[src/rtl/instr_ctrl_if.sv]
// Instruction controller bus: instruction/handshake inputs toward the
// controller and datapath control outputs back from it.
interface instr_ctrl_if;
  logic        load;
  logic        s;
  logic [15:0] in;
  logic        w;
  logic [2:0]  readnum;
  logic [2:0]  writenum;
  logic        write;
  logic        loada;
  logic        loadb;
  logic        loadc;
  logic        loads;
  logic        asel;
  logic        bsel;
  logic [1:0]  vsel;
  logic [1:0]  shift;
  logic [1:0]  ALUop;
  logic [15:0] sximm8;

  modport master (
    output load, s, in,
    input  w, readnum, writenum, write, loada, loadb, loadc, loads,
           asel, bsel, vsel, shift, ALUop, sximm8
  );

  modport slave (
    input  load, s, in,
    output w, readnum, writenum, write, loada, loadb, loadc, loads,
           asel, bsel, vsel, shift, ALUop, sximm8
  );
endinterface

[src/rtl/instr_ctrl.sv]
// Instruction register, field decoder and multi-cycle sequencing FSM that
// steps the register file, A/B/C/status registers and ALU for each instruction.
module instr_ctrl (
  input  logic         clk,
  input  logic         reset,
  instr_ctrl_if.slave  bus
);
  localparam int unsigned IW = 16;

  localparam logic [2:0] OPC_MOV = 3'b110;
  localparam logic [2:0] OPC_ALU = 3'b101;

  typedef enum logic [2:0] {
    S_WAIT,
    S_DECODE,
    S_WRITE_IMM,
    S_GET_A,
    S_GET_B,
    S_EXEC,
    S_WRITE_REG
  } state_t;

  typedef struct packed {
    logic       w;
    logic [2:0] readnum;
    logic [2:0] writenum;
    logic       write;
    logic       loada;
    logic       loadb;
    logic       loadc;
    logic       loads;
    logic       asel;
    logic       bsel;
    logic [1:0] vsel;
    logic [1:0] shift;
    logic [1:0] aluop;
  } ctrl_t;

  state_t        r_state;
  logic [IW-1:0] r_ir;
  ctrl_t         r_ctrl;

  logic [IW-1:0] w_ir_next;
  state_t        w_state_next;
  ctrl_t         w_ctrl;

  // Next state from current state, opcode/op field and the start request.
  function automatic state_t next_state(input state_t st, input logic [4:0] opf,
                                        input logic start);
    logic [2:0] opc;
    logic [1:0] op;
    opc = opf[4:2];
    op  = opf[1:0];
    next_state = S_WAIT;
    case (st)
      S_WAIT:   next_state = start ? S_DECODE : S_WAIT;
      S_DECODE: begin
        if (opc == OPC_MOV && op == 2'b10)      next_state = S_WRITE_IMM;
        else if (opc == OPC_MOV && op == 2'b00) next_state = S_GET_B;
        else if (opc == OPC_ALU)                next_state = (op == 2'b11) ? S_GET_B : S_GET_A;
        else                                    next_state = S_WAIT;
      end
      S_GET_A:  next_state = S_GET_B;
      S_GET_B:  next_state = S_EXEC;
      S_EXEC:   next_state = (opc == OPC_ALU && op == 2'b01) ? S_WAIT : S_WRITE_REG;
      default:  next_state = S_WAIT;
    endcase
  endfunction

  // Moore control decode for a given state and instruction word.
  function automatic ctrl_t ctrl_for(input state_t st, input logic [IW-1:0] ir);
    ctrl_t c;
    c = '0;
    case (st)
      S_WAIT:      c.w = 1'b1;
      S_WRITE_IMM: begin
        c.write    = 1'b1;
        c.writenum = ir[10:8];
        c.vsel     = 2'b10;
      end
      S_GET_A: begin
        c.readnum = ir[10:8];
        c.loada   = 1'b1;
      end
      S_GET_B: begin
        c.readnum = ir[2:0];
        c.loadb   = 1'b1;
      end
      S_EXEC: begin
        c.shift = ir[4:3];
        c.aluop = ir[12:11];
        // MOV Rd,Rm is computed as 0 + shifted Rm.
        if (ir[15:13] == OPC_MOV) begin
          c.aluop = 2'b00;
          c.asel  = 1'b1;
        end
        if (ir[15:13] == OPC_ALU && ir[12:11] == 2'b01) c.loads = 1'b1;
        else                                            c.loadc = 1'b1;
      end
      S_WRITE_REG: begin
        c.write    = 1'b1;
        c.writenum = ir[7:5];
        c.vsel     = 2'b00;
      end
      default: c = '0;
    endcase
    return c;
  endfunction

  assign w_ir_next    = (r_state == S_WAIT && bus.load) ? bus.in : r_ir;
  assign w_state_next = next_state(r_state, w_ir_next[15:11], bus.s);

  // Controls are registered alongside the state they decode.
  always_ff @(posedge clk) begin
    if (reset) begin
      r_state <= S_WAIT;
      r_ir    <= '0;
      r_ctrl  <= ctrl_for(S_WAIT, '0);
    end else begin
      r_state <= w_state_next;
      r_ir    <= w_ir_next;
      r_ctrl  <= ctrl_for(w_state_next, w_ir_next);
    end
  end

  // Reset holds every control output low while asserted.
  assign w_ctrl = reset ? '0 : r_ctrl;

  assign bus.w        = w_ctrl.w;
  assign bus.readnum  = w_ctrl.readnum;
  assign bus.writenum = w_ctrl.writenum;
  assign bus.write    = w_ctrl.write;
  assign bus.loada    = w_ctrl.loada;
  assign bus.loadb    = w_ctrl.loadb;
  assign bus.loadc    = w_ctrl.loadc;
  assign bus.loads    = w_ctrl.loads;
  assign bus.asel     = w_ctrl.asel;
  assign bus.bsel     = w_ctrl.bsel;
  assign bus.vsel     = w_ctrl.vsel;
  assign bus.shift    = w_ctrl.shift;
  assign bus.ALUop    = w_ctrl.aluop;
  assign bus.sximm8   = {{8{r_ir[7]}}, r_ir[7:0]};
endmodule

[src/flat_wrapper.sv]
// flat-port wrapper written by rule: the top's interface ports become plain ports
module instr_ctrl_flat 
  (clk, reset, bus_load, bus_s, bus_in, bus_w, bus_readnum, bus_writenum, bus_write, bus_loada, bus_loadb, bus_loadc, bus_loads, bus_asel, bus_bsel, bus_vsel, bus_shift, bus_ALUop, bus_sximm8);
  instr_ctrl_if bus_i ();
  input  logic clk;
  input  logic reset;
  input wire logic [$bits(bus_i.load)-1:0] bus_load;
  input wire logic [$bits(bus_i.s)-1:0] bus_s;
  input wire logic [$bits(bus_i.in)-1:0] bus_in;
  output wire logic [$bits(bus_i.w)-1:0] bus_w;
  output wire logic [$bits(bus_i.readnum)-1:0] bus_readnum;
  output wire logic [$bits(bus_i.writenum)-1:0] bus_writenum;
  output wire logic [$bits(bus_i.write)-1:0] bus_write;
  output wire logic [$bits(bus_i.loada)-1:0] bus_loada;
  output wire logic [$bits(bus_i.loadb)-1:0] bus_loadb;
  output wire logic [$bits(bus_i.loadc)-1:0] bus_loadc;
  output wire logic [$bits(bus_i.loads)-1:0] bus_loads;
  output wire logic [$bits(bus_i.asel)-1:0] bus_asel;
  output wire logic [$bits(bus_i.bsel)-1:0] bus_bsel;
  output wire logic [$bits(bus_i.vsel)-1:0] bus_vsel;
  output wire logic [$bits(bus_i.shift)-1:0] bus_shift;
  output wire logic [$bits(bus_i.ALUop)-1:0] bus_ALUop;
  output wire logic [$bits(bus_i.sximm8)-1:0] bus_sximm8;
  assign bus_i.load = bus_load;
  assign bus_i.s = bus_s;
  assign bus_i.in = bus_in;
  assign bus_w = bus_i.w;
  assign bus_readnum = bus_i.readnum;
  assign bus_writenum = bus_i.writenum;
  assign bus_write = bus_i.write;
  assign bus_loada = bus_i.loada;
  assign bus_loadb = bus_i.loadb;
  assign bus_loadc = bus_i.loadc;
  assign bus_loads = bus_i.loads;
  assign bus_asel = bus_i.asel;
  assign bus_bsel = bus_i.bsel;
  assign bus_vsel = bus_i.vsel;
  assign bus_shift = bus_i.shift;
  assign bus_ALUop = bus_i.ALUop;
  assign bus_sximm8 = bus_i.sximm8;
  instr_ctrl u_core (.clk(clk), .reset(reset), .bus(bus_i));
endmodule
[config.mk]
export PLATFORM = sky130hd
export DESIGN_NAME = instr_ctrl_flat
export DESIGN_NICKNAME = d
export VERILOG_FILES = /design/src/rtl/instr_ctrl_if.sv /design/src/rtl/instr_ctrl.sv /design/src/flat_wrapper.sv
export SDC_FILE = /design/constraint.sdc
export NUM_CORES = 1
export LEC_CHECK = 0
export BUFFER_PORTS_ARGS = -buffer_cell sky130_fd_sc_hd__buf_2
export CAP_MARGIN = 40
export CORE_ASPECT_RATIO = 0.75
export CORE_MARGIN = 2
export CORE_UTILIZATION = 45
export CTS_CLUSTER_DIAMETER = 200
export CTS_CLUSTER_SIZE = 20
export DETAILED_ROUTE_END_ITERATION = 12
export PLACE_DENSITY = 0.72
export SYNTH_ARGS = -nofsm -noshare
export SYNTH_HDL_FRONTEND = slang
export SYNTH_SLANG_ARGS = --single-unit
[constraint.sdc]
create_clock -name clk -period 5.5 [get_ports clk]
set_input_delay 1.1 -clock clk [delete_from_list [all_inputs] [get_ports clk]]
set_output_delay 1.1 -clock clk [all_outputs]
set_load 0.05 [all_outputs]
==> impl_metrics.py, run 1 <==
metrics = {
    "global_routing": {
        "antenna_found_initial": 0,
        "grt_max_degree": 42,
        "grtUsageTotal_pct": 17.3,
        "grt_pass1_wl_um": 5470,
        "grt_pass1_vias": 1204,
        "overflow": 0,
    },
    "setup_path": {
        "critical_path_class": "primary input to primary output",
        "worstPathRequired_ns": 4.40,
        "critPathCaptureType": "primary output",
        "crit_path_start_kind": "primary input",
        "crit_fanout": 41,
        "crit_arrival_ns": 2.03,
        "r2r_cells": 5,
    },
    "drt": {
        "drc": 0,
        "wl_um": 3370,
        "drt-wirelength-per-cell_um": 12.2,
        "routed_via_density": 4.86,
        "dr_total_vias": 1346,
        "drtIter0Drc": 69,
        "dr.pass1.iters": 4,
        "ant_nets": 0,
    },
    "cts": {
        "path_clk_slew_ns": 0.07,
        "cts_root_buf": "clkbuf_8",
        "cts_sinks": 37,
        "cts.repair.resized": 0,
        "hold_buffers": 0,
        "cts_max_level": 2,
        "cts_buffers": 5,
        "clk_latency_ns": 0.29,
        "cts_setup_buffers": 0,
        "cts_tree": "done",
        "cts.path.max_buffers": 2,
    },
    "yosys": {
        "ys_ff_latch": 37,
        "ys_warn_count": 0,
        "synth_top_area_share_pct": 44.0,
        "synth_edf_count": 0,
        "synth_cell_types": 38,
        "avgSynthCellArea_um2": 9.00,
        "synthMostInstantiatedCell": "dfxtp_1",
        "synth_top_flop_cell": "dfxtp_1",
        "synthTopCellsByArea": "dfxtp_1 44%, buf_4 8.0%, nor2b_1 7.8%",
        "netlist_top_cells_count": "37 x dfxtp_1, 28 x nor2_1, 21 x nor2b_1",
        "yosysSeqAreaShare_pct": 44.0,
        "synth_top_area_cell": "dfxtp_1",
        "synthCells": 187,
        "netlist_area_um2": 1680,
        "async_reset_ff_share_pct": 0,
    },
    "placement": {
        "dpl.hpwl_um": 2440,
        "dp_slack_ns": 2.33,
        "dp_cells": 269,
        "portBuffers": 53,
        "gp_congestion": 0.885,
    },
    "floorplanning": {
        "die-area_um2": 4250,
        "core_area_um2": 3610,
        "die_x_um": 74.6,
        "start_util_pct": 46.6,
        "fp-row-count": 19,
        "dieHeight_um": 57.0,
        "top_level_ports": 56,
    },
    "timing": {
        "rsz0062_at_grt": "no",
        "max_slew_margin_pct": 40.7,
        "final-setup-viol-count": 0,
        "tightest_slew_ns": 0.889,
        "hold_viol_final": 0,
        "period_minus_slack_ns": 3.13,
        "finalClockSkew_ns": 0.00470,
        "fin_ws_ns": 2.37,
        "max_freq_ghz": 0.320,
        "drv_slew": 0,
        "period_share_pct": 56.8,
        "tns_ns": 0,
    },
    "cells_and_area": {
        "antennaDiodeCount": 0,
        "fillCellCount": 385,
        "drive_above_1_share_pct": 28.9,
        "syn_to_final_growth_pct": 16.9,
        "final_nets": 244,
        "layoutNonFillerInstCount": 277,
    },
    "outcome": {
        "status": "complete, no violations",
    },
    "hold_path": {
        "holdCritPathClass": "flip-flop to flip-flop",
        "hold-path-cell-count": 2,
    },
    "pwr": {
        "vdd_ir_drop_max_uv": 145,
        "p_leak_uw": 0.000921,
        "power_density_nw_per_um2": 311,
    },
    "job": {
        "drv_cap": 0,
    },
}
==> sequential cells by signal, summed over array words and instances, names as in the netlist <==
signal and flops:
u_core.r_ir 16, u_core.r_ctrl 18, u_core.r_state 3
==> worst max-delay path: stages <==
cell and delay (ns):
buf_2 0.56, nor2b_1 0.11, buf_2 0.24
==> final timing paths <==
kind                                   startpoint           endpoint  slack (ns)
worst max-delay path                        reset       bus_ALUop[1]        2.37
worst min-delay path               u_core.r_ir[2]     u_core.r_ir[2]        0.48
worst max register to register  u_core.r_state[1]  u_core.r_ctrl[19]        3.06
worst min register to register     u_core.r_ir[2]     u_core.r_ir[2]        0.48
==> through the flow <==
step	power, µW	hold slack [ns]	utilization, %	instance area [µm²]
after floorplan	365	0.455	-	1690
after global placement	376	0.473	51.2	1850
after detailed placement	377	0.471	51.2	1850
after CTS	617	0.481	54.4	1970
after global routing	636	0.515	54.4	1970
final	612	0.477	54.4	1970
==> cell families (layout without fill, tap and decap cells) <==
group | after synthesis | count (layout) | synth area share, %
AOI/OAI and AO/OA | 26 | 26 | 11.3
other | 1 | 2 | 0.223
muxes | 10 | 10 | 5.95
and+or+nand+nor | 85 | 85 | 27.7
buffers and inverters | 28 | 65 | 10.8
DFF | 37 | 37 | 44.0
==> routing by layer <==
layer / track usage, % / part of all wire [%] / vias up
met1: 23.1 / 48 / 613
met5: 0 / 0 / -
met4: 9.18 / 2.3 / 0
li1: - / - / 687
met2: 25.2 / 43 / 38
met3: 5.12 / 7.2 / 8
==> power by group <==
part / leakage [µW] / internal (µW) / switching (µW) / total (µW)
Combinational: 0.000562 / 23.9 / 62.5 / 86.4
Sequential: 0.000301 / 277 / 7.59 / 284
Clock: 0.0000585 / 148 / 93.6 / 241
==> layout by cell type (no fill, tap or decap), drive strengths merged, types with 2 or more instances in the layout <==
master,n
a211oi,2
a21oi,7
a221oi,2
a41oi,2
buf,53
clkbuf,7
conb,2
dfxtp,37
inv,4
mux2i,10
nand2,17
nand2b,4
nand3b,3
nor2,28
nor2b,21
o21ai,5
o22a,3
or4b,2
==> area by class of cell <==
class,count,area (µm²),area share [%]
sequential,37,741,37.7
clock buffer,7,86.3,4.39
tap,52,65.1,3.31
clock inverter,1,30.0,1.53
timing repair buffer,53,265,13.5
inverter,4,15.0,0.763
multi-input combinational,123,764,38.9
Power figures use the tool's default switching activity.
==> run 2, diff against run 1 <==
--- a/config.mk
+++ b/config.mk
@@ -13,7 +13,7 @@
 export CTS_CLUSTER_DIAMETER = 200
 export CTS_CLUSTER_SIZE = 20
 export DETAILED_ROUTE_END_ITERATION = 12
-export PLACE_DENSITY = 0.72
+export PLACE_DENSITY = 0.75
 export SYNTH_ARGS = -nofsm -noshare
 export SYNTH_HDL_FRONTEND = slang
 export SYNTH_SLANG_ARGS = --single-unit
==> constraint.sdc (replaced) <==
create_clock -name clk -period 2.73 [get_ports clk]
set_input_delay 0.546 -clock clk [delete_from_list [all_inputs] [get_ports clk]]
set_output_delay 0.546 -clock clk [all_outputs]
set_load 0.05 [all_outputs]
==> impl_metrics.py, run 2 (same netlist as run 1, synthesis figures left out) <==
metrics = {
    "cts": {
        "cts_tree": "done",
        "cts.path.max_buffers": 2,
        "cts_root_buf": "clkbuf_8",
        "cts_sinks": 37,
        "clk_latency_ns": 0.28,
        "cts_setup_buffers": 0,
        "hold_buffers": 0,
        "path_clk_slew_ns": 0.07,
        "cts.repair.resized": 0,
        "cts_buffers": 5,
        "cts_max_level": 2,
    },
    "pwr": {
        "p_leak_uw": 0.000932,
        "power_density_nw_per_um2": 563,
        "vdd_ir_drop_max_uv": 285,
        "p_switching_uw": 322,
        "netSwitchingFraction_pct": 29.0,
        "pwr-share-seq_pct": 51.7,
        "combinationalPowerShare_pct": 16.2,
        "internal-power_uw": 787,
        "p_total_uw": 1110,
        "clockPowerShare_pct": 32.1,
    },
    "timing": {
        "tns_ns": 0,
        "period_share_pct": 73.3,
        "holdWs_ns": 0.476,
        "period_minus_slack_ns": 2.00,
        "tightest_slew_ns": 0.790,
        "rsz0062_at_grt": "no",
        "max_freq_ghz": 0.500,
        "hold_viol_final": 0,
        "max_slew_margin_pct": 46.5,
        "final-setup-viol-count": 0,
        "finalClockSkew_ns": 0.00285,
        "drv_slew": 0,
    },
    "cells_and_area": {
        "final_nets": 249,
        "design_area_um2": 1970,
        "syn_to_final_growth_pct": 17.1,
        "multi_input_area_um2": 764,
        "fillCellCount": 350,
        "top_regs": "u_core.r_ctrl x18, u_core.r_ir x16, u_core.r_state x3",
        "antennaDiodeCount": 0,
        "largest_register_ffs": 18,
        "regMostFlops": "u_core.r_ctrl",
        "mostFrequentLayoutCell": "buf_2",
        "ff_latch_area_um2": 741,
        "layoutNonFillerInstCount": 282,
        "layout_common_cells": "53 x buf_2, 37 x dfxtp_1, 28 x nor2_1, 21 x nor2b_1, 17 x nand2_1",
        "drive_above_1_share_pct": 30.4,
    },
    "drt": {
        "dr.pass1.iters": 4,
        "drtIter0Drc": 69,
        "wl_um": 3360,
        "dr_total_vias": 1355,
        "drc": 0,
        "ant_nets": 0,
        "drt-wirelength-per-cell_um": 11.9,
        "routed_via_density": 4.80,
    },
    "setup_path": {
        "crit_arrival_ns": 2.18,
        "cpMaxStageDelayCell": "or4b_1",
        "crit_fanout": 14,
        "crit_path_start_kind": "flip-flop",
        "cpPeakStageDelay_ns": 0.59,
        "path_cells": "or4b_1 -> buf_4 -> a211oi_2 -> o21ai_1 -> o31a_1 -> a31o_1",
        "critPathCaptureType": "flip-flop",
        "critical_path_class": "flip-flop to flip-flop",
        "r2r_cells": 6,
        "worstPathRequired_ns": 2.90,
    },
    "global_routing": {
        "grt_pass1_vias": 1215,
        "grtUsageTotal_pct": 17.0,
        "overflow": 0,
        "antenna_found_initial": 0,
        "grt_pass1_wl_um": 5530,
        "grt_max_degree": 34,
    },
    "outcome": {
        "status": "complete, no violations",
    },
    "floorplanning": {
        "top_level_ports": 56,
        "dieHeight_um": 57.0,
        "start_util_pct": 46.6,
        "core_area_um2": 3610,
        "die_x_um": 74.6,
        "fp-row-count": 19,
        "die-area_um2": 4250,
    },
    "placement": {
        "dp_cells": 274,
        "dpl.hpwl_um": 2470,
        "gp_congestion": 0.785,
        "portBuffers": 53,
        "place_area_um2": 1890,
    },
    "hold_path": {
        "holdCritPathClass": "flip-flop to flip-flop",
        "hold-path-cell-count": 2,
    },
    "job": {
        "drv_cap": 0,
    },
}
-- run 2: cell types whose count changed in the layout (fill, tap and decap cells not counted) --
cell	change
bufinv_16	-1
buf_4	+5
clkinv_2	+2
clkbuf_8	-1
-- run 2: path summary, 6_finish.rpt --
path | slack, ns | from | end
worst min-delay path | 0.48 | u_core.r_ir[1] | u_core.r_ir[1]
worst max register to register | 0.73 | u_core.r_state[1] | u_core.r_ctrl[19]
worst max-delay path | 0.73 | u_core.r_state[1] | u_core.r_ctrl[19]
worst min register to register | 0.48 | u_core.r_ir[1] | u_core.r_ir[1]
-- run 2: layout make-up --
| class | instances | share of cell area [%] |
|---|---|---|
| timing repair buffer | 58 | 15.4 |
| multi-input combinational | 123 | 38.8 |
| clock buffer | 6 | 3.68 |
| tap | 52 | 3.30 |
| clock inverter | 2 | 0.508 |
| inverter | 4 | 0.762 |
| sequential | 37 | 37.6 |
-- run 2: power groups by stage --
stage | clock network [µW] | logic, µW | registers [µW]
after floorplan | 0 | 155 | 581
after global placement | 0 | 179 | 584
after detailed placement | 0 | 180 | 585
after CTS | 363 | 181 | 573
after global routing | 394 | 193 | 576
final | 356 | 180 | 574
-- run 2: metrics by stage --
stage,utilization (%),setup slack [ns]
2_1_floorplan,-,0.741
3_3_place_gp,52.3,0.641
3_5_place_dp,52.3,0.588
4_1_cts,54.5,0.740
5_1_grt,54.5,0.626
6_report,54.5,0.728
-- run 2: worst max-delay path, delay by kind of cell, from the launching register on --
kind                   cells  cell delay [ns]
AO/OA/AOI/OAI              4             0.69
AND/OR/NAND/NOR            1             0.59
flip-flops                 1             0.40
buffers and inverters      1             0.23
-- run 2: layer usage --
metal  routed length (µm)  vias to the layer above  GRT usage (%)
met5                    0                        -              0
met2                 1440                       34           24.4
met1                 1720                      619           24.2
met4                   26                        0           3.83
met3                  172                        5           6.54
li1                     -                      697              -
==> run 3, diff against run 2 <==
--- a/config.mk
+++ b/config.mk
@@ -13,7 +13,7 @@
 export CTS_CLUSTER_DIAMETER = 200
 export CTS_CLUSTER_SIZE = 20
 export DETAILED_ROUTE_END_ITERATION = 12
-export PLACE_DENSITY = 0.75
+export PLACE_DENSITY = 0.72
 export SYNTH_ARGS = -nofsm -noshare
 export SYNTH_HDL_FRONTEND = slang
 export SYNTH_SLANG_ARGS = --single-unit
==> constraint.sdc (replaced) <==
create_clock -name clk -period 1.87 [get_ports clk]
set_input_delay 0.374 -clock clk [delete_from_list [all_inputs] [get_ports clk]]
set_output_delay 0.374 -clock clk [all_outputs]
set_load 0.05 [all_outputs]
==> impl_metrics.py, run 3 (same netlist as run 1, synthesis figures left out) <==
metrics = {
    "outcome": {
        "status": "complete, no violations",
    },
    "timing": {
        "tns_ns": 0,
        "hold_viol_final": 0,
        "period_share_pct": 95.4,
        "fin_ws_ns": 0.0860,
        "rsz0062_at_grt": "no",
        "period_minus_slack_ns": 1.78,
        "drv_slew": 0,
        "max_freq_ghz": 0.561,
        "final-setup-viol-count": 0,
        "finalClockSkew_ns": 0.00926,
    },
    "setup_path": {
        "r2r-start": "u_core.r_ir[11]",
        "r2r_slack_ns": 0.09,
        "worstPathRequired_ns": 2.05,
        "r2r_end": "u_core.r_ctrl[10]",
        "r2r_cells": 5,
        "critPathCaptureType": "flip-flop",
        "crit_arrival_ns": 1.96,
        "critical_path_class": "flip-flop to flip-flop",
        "crit_fanout": 6,
        "crit_path_start_kind": "flip-flop",
    },
    "global_routing": {
        "grt_pass1_vias": 1311,
        "grt_pass1_wl_um": 5890,
        "antenna_found_initial": 0,
        "overflow": 0,
        "grt_max_degree": 42,
        "grtUsageTotal_pct": 18.1,
    },
    "pwr": {
        "clockPowerShare_pct": 34.3,
        "internal-power_uw": 1210,
        "pwr-share-seq_pct": 48.5,
        "p_leak_uw": 0.00100,
        "power_density_nw_per_um2": 813,
        "combinationalPowerShare_pct": 17.3,
        "vdd_ir_drop_max_uv": 498,
        "netSwitchingFraction_pct": 29.4,
        "p_switching_uw": 504,
    },
    "placement": {
        "gp_congestion": 0.818,
        "dp_slack_ns": -0.0839,
        "dpl.hpwl_um": 2680,
        "portBuffers": 53,
    },
    "hold_path": {
        "holdCritPathClass": "primary input to flip-flop",
        "hold-path-cell-count": 3,
        "min_to": "u_core.r_ctrl[3]",
        "worstHoldStart": "bus_in[4]",
    },
    "drt": {
        "dr_total_vias": 1437,
        "drt-wirelength-per-cell_um": 12.4,
        "dr.pass1.iters": 4,
        "ant_nets": 0,
        "wl_um": 3620,
        "drc": 0,
        "drtIter0Drc": 69,
        "routed_via_density": 4.90,
    },
    "cts": {
        "clk_latency_ns": 0.29,
        "cts_buffers": 5,
        "cts_max_level": 2,
        "cts_root_buf": "clkbuf_8",
        "cts_setup_buffers": 0,
        "path_clk_slew_ns": 0.08,
        "cts.path.max_buffers": 2,
        "cts_tree": "done",
        "hold_buffers": 0,
        "cts_sinks": 37,
    },
    "cells_and_area": {
        "multi_input_area_um2": 787,
        "mostFrequentLayoutCell": "buf_2",
        "drive_above_1_share_pct": 35.7,
        "top_regs": "u_core.r_ctrl x18, u_core.r_ir x16, u_core.r_state x3",
        "largest_register_ffs": 18,
        "ff_latch_area_um2": 741,
        "layout_common_cells": "53 x buf_2, 37 x dfxtp_1, 28 x nor2_1, 21 x nor2b_1, 17 x nand2_1",
        "antennaDiodeCount": 0,
        "final_nets": 260,
        "regMostFlops": "u_core.r_ctrl",
        "fillCellCount": 351,
        "syn_to_final_growth_pct": 25.1,
    },
    "floorplanning": {
        "core_area_um2": 3610,
        "dieHeight_um": 57.0,
        "top_level_ports": 56,
        "fp-row-count": 19,
        "die_x_um": 74.6,
        "start_util_pct": 46.6,
        "die-area_um2": 4250,
    },
    "job": {
        "drv_cap": 0,
    },
}
run 3: per-stage QoR:
stage | power, µW | hold WS, ns | util [%] | instance area, µm² | cells
3_5_place_dp | 1140 | 0.476 | 54.9 | 1980 | 285
2_1_floorplan | 1070 | 0.455 | - | 1690 | 188
4_1_cts | 1720 | 0.336 | 57.7 | 2080 | 293
5_1_grt | 1780 | 0.355 | 58.3 | 2110 | 293
3_3_place_gp | 1140 | 0.480 | 54.9 | 1980 | 285
6_report | 1710 | 0.335 | 58.3 | 2110 | 293
run 3: timing repair:
action	in CTS	in global routing
gates cloned	0	0
endpoints found under the setup margin	2	5
resized for setup	1	4
run 3: per-layer routing:
metal	track usage, %	share of wire (%)	up-vias	wire length, µm
li1	-	-	715	-
met1	26.4	51	662	1830
met2	25.5	42	55	1520
met3	5.65	7.0	5	253
met4	5.87	0.58	0	21
met5	0	0	-	0
run 3: power groups by stage:
| stage | sequential, µW | combinational (µW) | clock (µW) |
|---|---|---|---|
| floorplan | 849 | 226 | 0 |
| global placement | 848 | 288 | 0 |
| detailed placement | 848 | 290 | 0 |
| CTS | 830 | 293 | 593 |
| global route | 833 | 317 | 626 |
| finish | 830 | 296 | 587 |
run 3: cell type report:
class	count	area share (%)
sequential	37	35.2
clock inverter	2	0.654
tap	52	3.09
timing repair buffer	69	19.1
clock buffer	6	3.92
multi-input combinational	123	37.4
inverter	4	0.713
run 3: worst max-delay path, stage by stage, from the launching register on:
cell      delay [ns]
dfxtp_1         0.37
or4b_1          0.56
a21oi_1         0.20
or2_2           0.18
nor2_1          0.08
nor4bb_1        0.29
run 3: how the worst max path moves through the flow:
| stage | from | endpoint | slack [ns] | depth (start not counted) |
|---|---|---|---|---|
| floorplan | u_core.r_state[2] | u_core.r_ctrl[19] | 0.09 | 6 |
| global placement | bus_load | u_core.r_ctrl[19] | -0.02 | 6 |
| detailed placement | bus_load | u_core.r_ctrl[1] | -0.08 | 7 |
| CTS | u_core.r_state[2] | u_core.r_ctrl[1] | 0.07 | 6 |
| global route | u_core.r_state[2] | u_core.r_ctrl[19] | 0.003 | 5 |
| finish | u_core.r_ir[11] | u_core.r_ctrl[10] | 0.09 | 5 |
